--- src/rtl/parking_allocator.sv ---
// Parking-slot allocator: registered occupancy map with lowest-index-first or
// round-robin grant policy, exit handling, free count and misuse reporting.
module parking_allocator #(
  parameter int N_SPOTS    = 8,
  parameter int IDX_W      = 3,
  parameter int CNT_W      = 4,
  parameter int ALLOC_MODE = 0
) (
  input  logic               clk,
  input  logic               rst,
  input  logic               entry_req,
  input  logic               exit_req,
  input  logic [IDX_W-1:0]   exit_spot,
  output logic               entry_ack,
  output logic               entry_nack,
  output logic [IDX_W-1:0]   park_number,
  output logic [N_SPOTS-1:0] occupied,
  output logic [CNT_W-1:0]   free_count,
  output logic               full,
  output logic               empty,
  output logic               exit_err
);

  logic [IDX_W-1:0]   rr_ptr;
  logic [IDX_W-1:0]   start_idx;
  logic [IDX_W-1:0]   sel_idx;
  logic [IDX_W-1:0]   low_idx;
  logic               upper_hit;
  logic               any_free;
  logic               do_grant;
  logic               exit_ok;
  logic [N_SPOTS-1:0] grant_mask;
  logic [N_SPOTS-1:0] exit_mask;
  logic [CNT_W-1:0]   next_count;

  // Two-pass search: lowest free slot at or above the start index, else the
  // lowest free slot overall, which gives the circular wrap.
  always_comb begin
    start_idx = (ALLOC_MODE == 1) ? rr_ptr : '0;
    upper_hit = 1'b0;
    any_free  = 1'b0;
    sel_idx   = '0;
    low_idx   = '0;
    for (int i = N_SPOTS - 1; i >= 0; i--) begin
      if (!occupied[i]) begin
        any_free = 1'b1;
        low_idx  = IDX_W'(i);
        if (IDX_W'(i) >= start_idx) begin
          upper_hit = 1'b1;
          sel_idx   = IDX_W'(i);
        end
      end
    end
    if (!upper_hit) begin
      sel_idx = low_idx;
    end
  end

  assign do_grant = entry_req && any_free;

  always_comb begin
    grant_mask = '0;
    exit_mask  = '0;
    for (int i = 0; i < N_SPOTS; i++) begin
      grant_mask[i] = do_grant && (sel_idx == IDX_W'(i));
      exit_mask[i]  = exit_req && (exit_spot == IDX_W'(i)) && occupied[i];
    end
  end

  assign exit_ok = |exit_mask;

  always_comb begin
    next_count = free_count;
    if (exit_ok && !do_grant) begin
      next_count = free_count + CNT_W'(1);
    end else if (do_grant && !exit_ok) begin
      next_count = free_count - CNT_W'(1);
    end
  end

  // Grant and exit masks never overlap: a granted slot was free before the edge.
  always_ff @(posedge clk) begin
    if (rst) begin
      occupied    <= '0;
      free_count  <= CNT_W'(N_SPOTS);
      full        <= 1'b0;
      empty       <= 1'b1;
      park_number <= '0;
      entry_ack   <= 1'b0;
      entry_nack  <= 1'b0;
      exit_err    <= 1'b0;
      rr_ptr      <= '0;
    end else begin
      occupied    <= (occupied | grant_mask) & ~exit_mask;
      free_count  <= next_count;
      full        <= (next_count == '0);
      empty       <= (next_count == CNT_W'(N_SPOTS));
      entry_ack   <= do_grant;
      entry_nack  <= entry_req && !any_free;
      exit_err    <= exit_req && !exit_ok;
      if (do_grant) begin
        park_number <= sel_idx;
        rr_ptr      <= (sel_idx == IDX_W'(N_SPOTS - 1)) ? '0 : sel_idx + IDX_W'(1);
      end
    end
  end

endmodule
--- config.mk ---
export PLATFORM = sky130hd
export DESIGN_NAME = parking_allocator
export DESIGN_NICKNAME = d
export VERILOG_FILES = /design/src/rtl/parking_allocator.sv
export SDC_FILE = /design/constraint.sdc
export NUM_CORES = 1
export LEC_CHECK = 0
export BUFFER_PORTS_ARGS = -buffer_cell sky130_fd_sc_hd__buf_2
export CORE_MARGIN = 2
export CORE_UTILIZATION = 45
export DETAILED_ROUTE_END_ITERATION = 8
export HOLD_SLACK_MARGIN = 0.05
export PLACE_DENSITY_LB_ADDON = 0.2
export SLEW_MARGIN = 20
export SYNTH_ARGS = -nofsm -noshare
export SYNTH_HDL_FRONTEND = slang
export SYNTH_SLANG_ARGS = --single-unit
--- constraint.sdc ---
create_clock -name clk -period 3.5 [get_ports clk]
set_input_delay 0.175 -clock clk [delete_from_list [all_inputs] [get_ports clk]]
set_output_delay 0.175 -clock clk [all_outputs]
set_load 0.01 [all_outputs]
======== After elaboration in Yosys (flattened, before gate mapping) ========
Index checks and enable logic that the tools add are counted.
word-level totals
  bits of input ports ..................... 7
  flip-flop bits (word level) ............. 20
  logic and storage cells ................. 82
operators by class
  add/sub/neg operators ................... 2
  multiplexer cells ....................... 18
  bitwise logic cells ..................... 3
  eq/ne operators ......................... 15
  reduce and logical (&&, ||, !) cells .... 36
operators by type and width
  operator             number
  $logic_and 1x1->1    29
  $eq 3x3->1 const B   8
  $mux 3               8
  $eq 3x2->1 const B   4
  $and 8x8->8          1
  $mux 1               8
  $mux 4               2
  $not 8->8            1
  $or 8x8->8           1
  $reduce_or 8->1      1
  $eq 3x1->1 const B   2
  $logic_not 3->1      2
  $add 4x1->4 const B  1
  $eq 4x4->1 const B   1
  $logic_not 4->1      1
  $sub 4x1->4 const B  1
  $logic_not 1->1      3

======== Logic depth before layout (Yosys ltp) ========
  depth in word-level cells ............... 13
  depth in mapped cells ................... 7
  mapped depth without buffers ............ 6

======== Worst setup path after synthesis ========
OpenSTA, ideal clock, no wires.
  path kind ............................... flip-flop to flip-flop
  start ................................... register occupied[4]
  end ..................................... register full
  setup time .............................. 73 ps
  arrival time ............................ 1862 ps
  buffers on the path ..................... 1
  cell stages (with the launch flop) ...... 8
  setup slack ............................. 1566 ps
  required time ........................... 3427 ps
  cells stage by stage .................... dfxtp_1 > nand4_2 > o31a_1 > buf_6 > or3_1 > mux2_2 > o31a_1 > nor3b_2
on the way
  longest elaborated chain between the ends .. 10
RTL lines
  item                                                  RTL line  source
  from (decl)                                           17        output logic [N_SPOTS-1:0] occupied,
  from (signal assigned)                                94        occupied <= (occupied | grant_mask) & ~exit_mask;
  $mux 1 (5 in a row)                                   45        if (!occupied[i]) begin
  $logic_and 1x1->1                                     59        assign do_grant = entry_req && any_free;
  $logic_and 1x1->1 or $logic_not 1->1 (tied branches)  76, 74
  $mux 4 or $logic_and 1x1->1 (tied branches)           76, 74
  $mux 4 *                                              74        if (exit_ok && !do_grant) begin
  $logic_not 4->1 *                                     96        full <= (next_count == '0);
  to (signal assigned)                                  96
  to (decl)                                             19        output logic full,
Mark *: on every way between the ends. The rest lies on a longest branch, timed or not.
A chain may end at the register's enable or synchronous reset.

======== Final worst setup path ========
  start ................................... register occupied[5]
  end ..................................... register full
on the way
  longest elaborated chain between the ends .. 11
RTL lines
  item                                                  RTL line
  $mux 1 (6 in a row)                                   45
  $logic_and 1x1->1                                     59
  $logic_and 1x1->1 or $logic_not 1->1 (tied branches)  76, 74
  $mux 4 or $logic_and 1x1->1 (tied branches)           76, 74
  $mux 4 *                                              74
  $logic_not 4->1 *                                     96
Marked as above.

==> reports/results.tsv <==
stage	metric	value	unit
status	run_status	completed	
placed_design	dp.cells	167	
finish	final.fill_count	218	
timing	fmax	0.4894	GHz
drt	drc	0	
global_routing	grt_pass1_vias	854	
placed_design	place_ws	1.474	ns
finish	drive_gt1_frac	0.2657	
finish	utilization	0.5628	
timing	slew_viol_final	0	
clock_tree	cts_root_buffer	clkbuf_4	
finish	syn_to_final_growth	18.45	%
synthesis	synthTopCellsByArea	dfxtp_1 (38%), a21oi_1 (4.3%), a311oi_1 (4.2%), nand2_1 (3.9%), nor2_1 (3.9%)	
floorplan	coreArea	0.002212	mm^2
finish	final_area	0.001245	mm^2
synthesis	ys.warnings.count	0	
run	drv_cap	0	
global_routing	busiest_layer	met2	
timing	min_period_over_period	0.5838	
setup_path	worst_ep_required_time	3.75	ns
finish	final_common_cell	buf_2	
pwr	total_power	0.5655	mW
global_routing	track_usage	0.1893	
synthesis	synth_edf_count	0	
timing	skew	0.01573	ns
synthesis	synth_top_area_cell	dfxtp_1	
timing	fin_crit	2.043	ns
pwr	pwr_density_cell	454.3	mW/mm^2
floorplan	pin_count	27	
floorplan	die_height	52.33	um
synthesis	synth_nets	126	
setup_path	worst_setup_path_start_kind	flip-flop	
timing	maxSlewHeadroom	0.6709	
synthesis	synth_top_area_share	0.3810	
drt	drt_wl_total	2385	um
synthesis	synthesis.area	0.001051	mm^2
floorplan	rows	17	
clock_tree	clock_tree.buffer_depth	2	
clock_tree	cts_resized	0	
timing	setup_violations	0	
drt	vias	946	
finish	layout.nets	153	
global_routing	antenna_found_initial	0	
timing	rsz0062_at_grt	no	
setup_path	endpoint_kind	flip-flop	
clock_tree	cts_sinks	20	
setup_path	arrival	2.29	ns
global_routing	grt_pass1_wl	3843	um
clock_tree	hold_buffers	0	
finish	seq_area	400.4	um^2
placed_design	port_buffers	26	
setup_path	cp_max_fo	7	
clock_tree	clk_latency	0.31	ns
global_routing	met2_usage	0.3125	
global_routing	grt.met3_usage	0.03143	
drt	drt_iter0_markers	18	
floorplan	die_x	52.33	um
timing	finalHoldViolations	0	
pwr	ir_drop	316.6	uV
setup_path	crit_type	reg2reg	
clock_tree	clkTransAtPathRegs	0.13	ns
floorplan	start_util	0.4751	
synthesis	async_reset_ff_frac	0	
finish	multi_input_area	611.8	um^2
global_routing	grt_max_degree	21	
synthesis	synth_cells	117	
global_routing	grt_use_met1	0.2478	
finish	n_antenna_cell	0	
floorplan	dieArea	0.002738	mm^2
synthesis	synthFlopType	dfxtp_1	
placed_design	place_congestion	0.8361	
placed_design	place_area	0.001192	mm^2
synthesis	ys_seq_elements	20	
placed_design	dpl.hpwl	1764	um
worst_hold_path	hold_path_class	in2reg	
drt	drt-vias-per-instance	5.532	
clock_tree	cts_tree	done	
global_routing	overflow	0	
pwr	leakagePower	0.5204	nW
timing	setup_slack	1.457	ns
timing	worstMarginPinSlew	0.4908	ns
timing	fin_tns_setup	0	ns
synthesis	ys_types	41	
clock_tree	cts_htree_levels	1	
finish	final_cells	171	
finish	mostFrequentLayoutCells	buf_2 (26), dfxtp_1 (20), nand2_1 (11), nor2_1 (11), a21oi_1 (9)	
clock_tree	post_cts_buffers	0	
synthesis	avgSynthCellArea	8.983	um^2
timing	fin_hold_ws	0.1698	ns
drt	drtAntennaViolNets	0	
synthesis	synth-seq-area-share	0.3810	
drt	wire_per_inst	13.95	um
clock_tree	cts_buffers	3	
drt	first_pass_iters	4	
==> where the power goes <==
group	internal (mW)	total, mW	switching, mW
clock network	0.116	0.191	0.0750
logic	0.0501	0.109	0.0587
registers	0.246	0.266	0.0202
==> worst paths after layout <==
check,startpoint,to,slack [ns],depth (start not counted)
setup / recovery,occupied[5],full,1.46,6
hold / removal,entry_req,occupied[0],0.17,3
setup reg to reg,occupied[5],full,1.46,6
hold reg to reg,park_number[1],park_number[1],0.46,2
==> area by class of cell <==
type	count	share of cell area
multi-input combinational	89	0.4915
sequential	20	0.3216
clock buffer	3	0.01809
tap	28	0.02814
timing repair buffer	26	0.1045
clock inverter	1	0.02412
inverter	4	0.01206
==> cells in the mapped netlist (2+ instances only) <==
library cell,number
a21boi_0,2
a21oi_1,9
a311oi_1,5
and3_1,2
clkbuf_1,2
dfxtp_1,20
ha_1,2
inv_1,4
maj3_1,2
mux2_1,2
mux2_2,3
mux2i_1,3
nand2_1,11
nand3_1,6
nand4_1,2
nor2_1,11
nor2b_1,4
o31a_1,2
or3_1,2
xnor2_1,2
==> flip-flops by register name (all words and copies together), names as in the netlist <==
name and flops:
full 1, empty 1, park_number 3, free_count 4, entry_ack 1, exit_err 1, entry_nack 1, occupied 8
==> cells by family (layout without fill, tap and decap cells) <==
family / count (synthesis) / after routing / synth area share
xor gates and xnor gates: 3 / 3 / 0.02500
and+or+nand+nor: 45 / 45 / 0.2238
buffers and inverters: 8 / 34 / 0.03690
muxes: 8 / 8 / 0.08214
AOI/OAI and AO/OA: 29 / 29 / 0.2083
DFF: 20 / 20 / 0.3809
adders and majority gates: 4 / 4 / 0.04285
==> routing by layer <==
layer	up-vias	part of all wire
met2	23	0.46
met4	0	0.011
met1	438	0.49
met3	4	0.041
li1	481	-
met5	-	0
==> critical path: stages, from the launching register on <==
cell	delay (ns)
dfxtp_1	0.47
nand4_2	0.18
o31ai_2	0.52
nand2_1	0.10
mux2_1	0.30
xor2_1	0.22
nor3b_2	0.20
(Power assumes the default switching activity.)
